<file path="src/rtl/enc_cond_pkg.sv">
// Shared types and default parameter values for the encoder input conditioner.
//
// Contents:
//   deb_state_t       - per-line debounce FSM state
//   DEF_NUM_LINES     - default number of conditioned lines
//   DEF_SYNC_STAGES   - default synchroniser depth
//   DEF_PRESCALE      - default clk cycles per sample tick
//   DEF_DEBOUNCE_CNT  - default consecutive ticks needed to accept a new level
package enc_cond_pkg;

    typedef enum logic {
        STABLE  = 1'b0,
        PENDING = 1'b1
    } deb_state_t;

    localparam int DEF_NUM_LINES    = 6;
    localparam int DEF_SYNC_STAGES  = 2;
    localparam int DEF_PRESCALE     = 64;
    localparam int DEF_DEBOUNCE_CNT = 4;

endpackage

</file>
<file path="src/rtl/enc_debounce_line.sv">
// One conditioned encoder line: synchroniser, debounce FSM with tick counter,
// registered clean level and optional one-cycle edge strobes.
//
// Build option: ENC_COND_EDGES_EN builds the rise/fall strobe registers;
// without it rise and fall are tied to 0.
//
// Ports:
//   clk    in  - clock, rising edge
//   rst_n  in  - synchronous active-low reset
//   raw    in  - asynchronous pin
//   tick   in  - shared sample tick (combinational, from the prescaler)
//   clean  out - debounced level, registered
//   rise   out - one-cycle strobe on clean 0->1
//   fall   out - one-cycle strobe on clean 1->0
//
// state   | meaning
// --------+-------------------------------------------------------------
// STABLE  | synchronised input agrees with clean, counter parked at 0
// PENDING | input differs from clean, counting mismatching ticks
module enc_debounce_line
    import enc_cond_pkg::*;
#(
    parameter int SYNC_STAGES  = DEF_SYNC_STAGES,
    parameter int DEBOUNCE_CNT = DEF_DEBOUNCE_CNT
) (
    input  logic clk,
    input  logic rst_n,
    input  logic raw,
    input  logic tick,
    output logic clean,
    output logic rise,
    output logic fall
);

    localparam int            CW       = $clog2(DEBOUNCE_CNT + 1);
    // Counter value at which the next mismatching tick completes the debounce.
    localparam logic [CW-1:0] CNT_LAST = CW'(DEBOUNCE_CNT - 1);

    logic [SYNC_STAGES-1:0] sync_q;
    logic                   s;
    logic                   mismatch;
    logic                   accept;
    deb_state_t             state_q;
    deb_state_t             state_d;
    logic [CW-1:0]          cnt_q;
    logic [CW-1:0]          cnt_d;
    logic                   clean_d;

    always_ff @(posedge clk) begin
        if (!rst_n) begin
            sync_q <= '0;
        end else begin
            sync_q <= {sync_q[SYNC_STAGES-2:0], raw};
        end
    end

    assign s        = sync_q[SYNC_STAGES-1];
    assign mismatch = (s != clean);
    // The counter is 0 whenever the FSM is STABLE, so one compare covers both
    // the first tick out of STABLE (DEBOUNCE_CNT = 1) and later PENDING ticks.
    assign accept   = mismatch && tick && (cnt_q == CNT_LAST);

    // State register
    always_ff @(posedge clk) begin
        if (!rst_n) begin
            state_q <= STABLE;
            cnt_q   <= '0;
            clean   <= 1'b0;
        end else begin
            state_q <= state_d;
            cnt_q   <= cnt_d;
            clean   <= clean_d;
        end
    end

    // Next-state logic
    always_comb begin
        state_d = state_q;
        cnt_d   = cnt_q;
        case (state_q)
            STABLE: begin
                cnt_d = '0;
                if (mismatch && !accept) begin
                    state_d = PENDING;
                    cnt_d   = tick ? cnt_q + 1'b1 : cnt_q;
                end
            end
            PENDING: begin
                if (!mismatch || accept) begin
                    state_d = STABLE;
                    cnt_d   = '0;
                end else if (tick) begin
                    cnt_d = cnt_q + 1'b1;
                end
            end
            default: begin
                state_d = STABLE;
                cnt_d   = '0;
            end
        endcase
    end

`ifdef ENC_COND_EDGES_EN
    logic rise_d;
    logic fall_d;

    // Output logic
    always_comb begin
        clean_d = accept ? s : clean;
        rise_d  = accept && s;
        fall_d  = accept && !s;
    end

    always_ff @(posedge clk) begin
        if (!rst_n) begin
            rise <= 1'b0;
            fall <= 1'b0;
        end else begin
            rise <= rise_d;
            fall <= fall_d;
        end
    end
`else
    // Output logic
    always_comb begin
        clean_d = accept ? s : clean;
    end

    assign rise = 1'b0;
    assign fall = 1'b0;
`endif

endmodule

</file>
<file path="src/rtl/enc_input_conditioner.sv">
// Input conditioning for the RGB mixer's rotary encoders: per-line two-flop
// (or deeper) synchroniser and tick-based debounce, sharing one prescaler.
//
// Build option: ENC_COND_EDGES_EN enables the rise_out/fall_out strobes;
// without it they are constant 0 and clean_out timing is unchanged.
//
// Ports:
//   clk        in  - clock, rising edge
//   rst_n      in  - synchronous active-low reset
//   raw_in     in  - [NUM_LINES] asynchronous encoder pins
//   clean_out  out - [NUM_LINES] debounced levels, registered
//   rise_out   out - [NUM_LINES] one-cycle strobe on clean 0->1
//   fall_out   out - [NUM_LINES] one-cycle strobe on clean 1->0
//   tick_out   out - prescaler tick delayed by one cycle, for observation
module enc_input_conditioner
    import enc_cond_pkg::*;
#(
    parameter int NUM_LINES    = DEF_NUM_LINES,
    parameter int SYNC_STAGES  = DEF_SYNC_STAGES,
    parameter int PRESCALE     = DEF_PRESCALE,
    parameter int DEBOUNCE_CNT = DEF_DEBOUNCE_CNT
) (
    input  logic                 clk,
    input  logic                 rst_n,
    input  logic [NUM_LINES-1:0] raw_in,
    output logic [NUM_LINES-1:0] clean_out,
    output logic [NUM_LINES-1:0] rise_out,
    output logic [NUM_LINES-1:0] fall_out,
    output logic                 tick_out
);

    localparam int            PW       = (PRESCALE > 1) ? $clog2(PRESCALE) : 1;
    localparam logic [PW-1:0] PRE_LAST = PW'(PRESCALE - 1);

    logic [PW-1:0] pre_cnt;
    logic          tick;

    // With PRESCALE = 1 the counter sits at 0 = PRE_LAST, so tick stays high.
    assign tick = (pre_cnt == PRE_LAST);

    always_ff @(posedge clk) begin
        if (!rst_n) begin
            pre_cnt  <= '0;
            tick_out <= 1'b0;
        end else begin
            pre_cnt  <= tick ? '0 : pre_cnt + 1'b1;
            tick_out <= tick;
        end
    end

    for (genvar i = 0; i < NUM_LINES; i++) begin : g_line
        enc_debounce_line #(
            .SYNC_STAGES (SYNC_STAGES),
            .DEBOUNCE_CNT(DEBOUNCE_CNT)
        ) u_line (
            .clk  (clk),
            .rst_n(rst_n),
            .raw  (raw_in[i]),
            .tick (tick),
            .clean(clean_out[i]),
            .rise (rise_out[i]),
            .fall (fall_out[i])
        );
    end

endmodule

</file>
<file path="config.mk">
export PLATFORM = sky130hd
export DESIGN_NAME = enc_input_conditioner
export DESIGN_NICKNAME = d
export VERILOG_FILES = /design/src/rtl/enc_cond_pkg.sv /design/src/rtl/enc_debounce_line.sv /design/src/rtl/enc_input_conditioner.sv
export SDC_FILE = /design/constraint.sdc
export NUM_CORES = 1
export LEC_CHECK = 0
export CORE_MARGIN = 2
export CORE_UTILIZATION = 45
export CTS_CLUSTER_SIZE = 12
export DETAILED_ROUTE_END_ITERATION = 10
export GPL_TIMING_DRIVEN = 0
export PLACE_DENSITY = 0.68
export SYNTH_ARGS = -nofsm -noshare
export SYNTH_HDL_FRONTEND = slang
export SYNTH_SLANG_ARGS = --single-unit
</file>
<file path="constraint.sdc">
create_clock -name clk -period 2.7 [get_ports clk]
set_input_delay 0.54 -clock clk [delete_from_list [all_inputs] [get_ports clk]]
set_output_delay 0.54 -clock clk [all_outputs]
set_load 0.02 [all_outputs]
</file>
==> out/qor.csv, run 1 <==
metric,value,unit
Synth top area share,43.8,%
first-pass GRT wire length,6400,um
layout cells sized above 1,11.8,%
Yosys top cell by area,dfxtp_1,
hold path cells,1,
dpl hpwl,2510,um
Max VDD drop,324,uV
io pins,27,
largest net degree at the start of global routing,15,
Final Core Density,55.0,%
Worst Hold End,g_line[5].u_line.sync_q[1]$_SDFF_PN0_,
Area growth syn-to-layout,19.5,%
Skew-Pair Late Insertion Delay,0.29,ns
FF-to-FF setup slack,0.89,ns
Final Skew,0.00608,ns
sequential element share of the synthesized area,43.8,%
Yosys cell types,24,
routed length per instance,12.0,um
Slew headroom,62.9,%
ranking of synthesized cells by area,"dfxtp_1, ha_1, buf_4, o21ai_0, a21oi_1",
postcts setup bufs,0,
core area,4260,um^2
Routed WL,3580,um
antenna violations before repair,0,
# rows,24,
worst hold start,g_line[5].u_line.sync_q[0]$_SDFF_PN0_,
total stage count of the critical path,2,
fin crit share,70.9,%
Final Max Slew Viols,0,
max layer used,met4,
# setup viols final,0,
routed via count,1487,
Total GRT Usage,16.2,%
Initial Util,46.0,%
#FFs+latches synth,43,
WS Path Type,flop to output pin,
# resized after CTS,0,
worst path bufs/invs,2,
"CP delay by family, top",buffers and inverters,
RePlAce Congestion,0.841,
die area,4910,um^2
Vias/cell,4.99,
Clock Path Buffers,2,
critical path required time,2.16,ns
max_cap viols,0,
Mapped Cells,213,
post-route antenna net violation count,0,
minimum clock period,1.91,ns
outcome,"complete, no violations",
Crit path largest cell delay,0.59,ns
PwrDens,556,nW/um^2
endpoint class of the critical path,output pin,
cts hold-fix bufs,0,
Startpoint Class,flop,
setup_tns,0,ns
YS warnings,0,
length of routed met2 wiring,1590,um
CP Cell Sequence,buf_4 > clkdlybuf4s50_1,
Pleak,0.964,nW
Crit Reg-Reg Startpoint,pre_cnt[0]$_SDFF_PP0_,
Worst Path Arrival,1.37,ns
RSZ-0062 raised after global routing,no,
Crit Path Max Fanout,3,
Die W,70.1,um
worst hold path type,flop to flop,
Setup WS post-layout,0.785,ns
Sink Count,43,
CTS tree,built,
Peak Freq,0.522,GHz
wire length on met3,146,um
"Remaining Overflow, GRT",0,
mapped cell area,1960,um^2
Place WS,0.714,ns
CTS buffer count,5,
final net count,266,
Crit-path slowest cell,clkdlybuf4s50_1,
htree depth,2,
final hold viol count,0,
Starting DRT DRC Count,93,
RR Endpoint,pre_cnt[3]$_SDFF_PP0_,
DR pass1 iterations,4,
antenna cell count,0,
Worst-path clk slew,0.08,ns
vias in the first global route,1371,
Final Cell Area,2350,um^2
clock root buffer master,clkbuf_8,
Chip Height,70.1,um
worst slew pin tran,0.551,ns
met1 wire length,1790,um
syn_area_per_cell,9.22,um^2
DRC,0,
placed inst area,2210,um^2
Port Buffers,14,
Register-to-Register Path Depth,6,
==> cells in the mapped netlist (all sizes together) <==
library cell / count
dfxtp: 43
xor2: 8
ha: 13
mux2i: 4
inv: 7
a21oi: 19
o21ai: 20
nor2: 4
and2: 15
buf: 20
or4: 12
conb: 1
or3: 1
nand4b: 6
xnor2: 1
clkbuf: 9
and3: 6
a41o: 2
a31oi: 2
nand2: 18
nand3: 2
==> sequential cells by signal, summed over array words and instances, names as in the netlist <==
| name | count |
|---|---|
| g_line.u_line.cnt_q | 18 |
| g_line.u_line.sync_q | 12 |
| g_line.u_line.clean | 6 |
| pre_cnt | 6 |
| tick_out | 1 |
==> power breakdown <==
group | internal [W] | total (W) | switching (W) | leakage, nW
registers | 0.000646 | 0.000652 | 0.00000600 | 0.350
clock network | 0.000369 | 0.000588 | 0.000219 | 0.0644
logic | 0.0000306 | 0.0000643 | 0.0000337 | 0.550
==> area by class of cell <==
| type | count | area, um^2 |
|---|---|---|
| Fill cell | 397 | 1920 |
| Multi-Input combinational cell | 145 | 932 |
| Sequential cell | 43 | 861 |
| Buffer | 29 | 185 |
| Timing Repair Buffer | 14 | 140 |
| Clock buffer | 5 | 68.8 |
| Clock inverter | 3 | 67.6 |
| Tap cell | 52 | 65.1 |
| Inverter | 7 | 26.3 |
==> metal layers <==
layer / GRT usage (%) / vias up
li1: - / 775
met1: 21.9 / 679
met2: 24.1 / 28
met3: 4.91 / 5
met4: 6.41 / 0
met5: 0 / -
==> kinds of logic (layout without fill, tap and decap cells) <==
logic type | count (synthesis) | in the layout | share of synthesized area (%)
AO/OA/AOI/OAI | 43 | 43 | 11.6
XOR/XNOR | 9 | 9 | 4.02
adder cells (fa/ha/maj) | 13 | 13 | 8.29
buffers and inverters | 36 | 58 | 10.8
flip-flops | 43 | 43 | 43.8
multiplexers | 4 | 4 | 2.04
other | 1 | 12 | 0.191
AND/OR/NAND/NOR | 64 | 64 | 19.2
==> cells in the final DEF, fill, tap and decap left out, types with 7 or more instances in the layout <==
master / Yosys / layout
nand2_1: 18 / 18
conb_1: 1 / 12
clkbuf_1: 9 / 9
inv_1: 7 / 7
buf_4: 18 / 18
clkdlybuf4s50_1: 0 / 14
xor2_1: 8 / 8
ha_1: 13 / 13
and2_1: 15 / 15
o21ai_0: 20 / 20
dfxtp_1: 43 / 43
or4_1: 12 / 12
a21oi_1: 19 / 19
==> worst reg2reg max path, delay by kind of cell (launching register included) <==
family          cells  cell delay, ns
fa+ha+maj           1            0.22
compound gates      1            0.48
flops               1            0.36
buf+inv             2            0.36
simple gates        2            0.26
==> how the worst max path moves through the flow <==
stage / slack, ns / from / end
floorplan: 1.26 / g_line[4].u_line.cnt_q[0]$_SDFF_PN0_ / g_line[4].u_line.cnt_q[2]$_SDFF_PN0_
global placement: 0.78 / rst_n / g_line[2].u_line.cnt_q[1]$_SDFF_PN0_
detailed placement: 0.71 / rst_n / g_line[1].u_line.cnt_q[0]$_SDFF_PN0_
CTS: 0.76 / g_line[1].u_line.clean$_SDFFE_PN0P_ / clean_out[1]
global route: 0.72 / g_line[0].u_line.clean$_SDFFE_PN0P_ / clean_out[0]
finish: 0.79 / g_line[2].u_line.clean$_SDFFE_PN0P_ / clean_out[2]
==> stage by stage <==
| stage | cells | total power [W] | hold WS (ns) |
|---|---|---|---|
| 5_1_grt | 298 | 0.00135 | 0.447 |
| 3_3_place_gp | 290 | 0.000730 | 0.414 |
| 6_report | 298 | 0.00130 | 0.437 |
| 4_1_cts | 298 | 0.00132 | 0.441 |
| 3_5_place_dp | 290 | 0.000731 | 0.420 |
| 2_1_floorplan | 224 | 0.000713 | 0.412 |
Note: power is estimated with default switching activity, not from simulation.
==> inputs of run 2 (changes only) <==
--- a/config.mk
+++ b/config.mk
@@ -10,7 +10,7 @@
 export CTS_CLUSTER_SIZE = 12
 export DETAILED_ROUTE_END_ITERATION = 10
 export GPL_TIMING_DRIVEN = 0
-export PLACE_DENSITY = 0.68
+export PLACE_DENSITY = 0.7
 export SYNTH_ARGS = -nofsm -noshare
 export SYNTH_HDL_FRONTEND = slang
 export SYNTH_SLANG_ARGS = --single-unit
==> constraint.sdc (replaced) <==
create_clock -name clk -period 1.6 [get_ports clk]
set_input_delay 0.32 -clock clk [delete_from_list [all_inputs] [get_ports clk]]
set_output_delay 0.32 -clock clk [all_outputs]
set_load 0.02 [all_outputs]
==> out/qor.csv, run 2 (same netlist as run 1, synthesis figures left out) <==
metric,value,unit
outcome,"complete, no violations",
# rows,24,
endpoint class of the critical path,output pin,
Routed WL,3570,um
Vias/cell,4.97,
Sink Count,43,
placed inst area,2210,um^2
CTS buffer count,5,
Die W,70.1,um
CTS tree,built,
RR Endpoint,g_line[4].u_line.cnt_q[2]$_SDFF_PN0_,
Port Buffers,14,
worst path bufs/invs,1,
routed length per instance,12.0,um
Crit Path Max Fanout,1,
Clock Path Buffers,2,
"Remaining Overflow, GRT",0,
Crit path largest cell delay,0.59,ns
max FFs per register,18,
DRC,0,
Pleak,0.993,nW
max_cap viols,0,
RSZ-0062 raised after global routing,no,
post-route antenna net violation count,0,
final hold viol count,0,
Skew-Pair Late Insertion Delay,0.30,ns
# setup viols final,0,
Chip Height,70.1,um
Register-to-Register Path Depth,4,
Crit-path slowest cell,clkdlybuf4s50_1,
Largest Register,g_line.u_line.cnt_q,
Area growth syn-to-layout,19.2,%
multi-input logic area,956,um^2
Initial Util,46.0,%
DR pass1 iterations,4,
antenna cell count,0,
htree depth,2,
RePlAce Congestion,0.805,
Starting DRT DRC Count,71,
layout cells sized above 1,13.4,%
critical path required time,1.28,ns
Final Cell Area,2340,um^2
worst hold path type,flop to flop,
Max VDD drop,680,uV
final net count,266,
FILL cells,413,
Crit Reg-Reg Startpoint,g_line[4].u_line.cnt_q[0]$_SDFF_PN0_,
die area,4910,um^2
most frequent cells in the layout,"dfxtp_1, o21ai_0, a21oi_1",
PwrDens,880,nW/um^2
Worst Path Arrival,1.20,ns
"commonest non-fill, non-tap cell in the layout",dfxtp_1,
Total GRT Usage,15.8,%
io pins,27,
FF-to-FF setup slack,0.08,ns
dpl hpwl,2520,um
core area,4260,um^2
setup_tns,0,ns
routed via count,1482,
fin crit share,95.2,%
worst hold start,g_line[2].u_line.sync_q[0]$_SDFF_PN0_,
cts hold-fix bufs,0,
Peak Freq,0.657,GHz
antenna violations before repair,0,
largest registers,"g_line.u_line.cnt_q x18, g_line.u_line.sync_q x12",
Register Area,861,um^2
Worst Hold End,g_line[2].u_line.sync_q[1]$_SDFF_PN0_,
postcts setup bufs,0,
hold path cells,1,
CP Cell Sequence,clkdlybuf4s50_1,
largest net degree at the start of global routing,15,
minimum clock period,1.52,ns
CP startpoint,tick_out$_SDFF_PN0_,
Final Skew,0.00852,ns
Startpoint Class,flop,
vias in the first global route,1373,
Worst-path clk slew,0.08,ns
Final Max Slew Viols,0,
WS Path Type,flop to output pin,
clock root buffer master,clkbuf_8,
first-pass GRT wire length,6060,um
"CP delay by family, top",buffers and inverters,
run 2: cell count changes in the layout (fill, tap and decap cells not counted), moves of 2 or more:
cell and delta:
clkdlybuf4s50_1 -6, clkbuf_1 -2, dlygate4sd2_1 +6, clkbuf_2 +2
run 2: power by group:
group	switching, W	internal, W	leakage, nW	total, W
registers	0.0000126	0.00109	0.350	0.00110
clock network	0.000380	0.000465	0.0581	0.000845
logic	0.0000576	0.0000547	0.585	0.000112
total	0.000451	0.00161	0.993	0.00206
run 2: per-layer routing:
metal | track usage (%) | part of all wire, % | vias to the layer above | wire length, um
met1 | 19.7 | 49 | 681 | 1730
met2 | 25.1 | 46 | 26 | 1640
li1 | - | - | 770 | -
met3 | 4.91 | 3.7 | 5 | 133
met4 | 7.26 | 1.7 | 0 | 60
met5 | 0 | 0 | - | 0
run 2: worst max path at each step:
stage	endpoint	slack (ns)	cells past startpoint
finish	tick_out	0.08	1
global route	g_line[0].u_line.clean$_SDFFE_PN0P_	0.003	5
CTS	pre_cnt[3]$_SDFF_PP0_	0.003	6
detailed placement	g_line[3].u_line.cnt_q[1]$_SDFF_PN0_	-0.16	4
global placement	g_line[2].u_line.cnt_q[0]$_SDFF_PN0_	-0.14	4
floorplan	g_line[4].u_line.cnt_q[2]$_SDFF_PN0_	0.16	4
run 2: cell type report:
cell class	count	area share (%)
sequential	43	36.8
buffer	29	8.02
inverter	7	1.12
timing repair buffer	14	5.67
clock inverter	3	1.87
multi-input combinational	145	40.8
clock buffer	5	2.94
tap	52	2.78
run 2: repair_timing:
action | 4_1_cts | 5_1_grt
gates resized for setup | 8 | 6
setup endpoints to repair | 13 | 22
pin swaps | 0 | 1
run 2: worst register-to-register path, stage by stage, from the launching register on:
cell and delay (ns):
dfxtp_1 0.33, ha_1 0.20, ha_1 0.25, or4_1 0.53
a21oi_1 0.14
run 2: through the flow:
step           hold WS (ns)  setup slack, ns  instances  utilization, %  power [W]
6_report              0.435           0.0770        298            54.9    0.00206
5_1_grt               0.458          0.00312        298            54.9    0.00214
4_1_cts               0.440          0.00332        298            54.3    0.00207
3_5_place_dp          0.421           -0.158        290            51.8    0.00123
3_3_place_gp          0.414           -0.144        290            51.8    0.00123
2_1_floorplan         0.412            0.162        224               -    0.00120
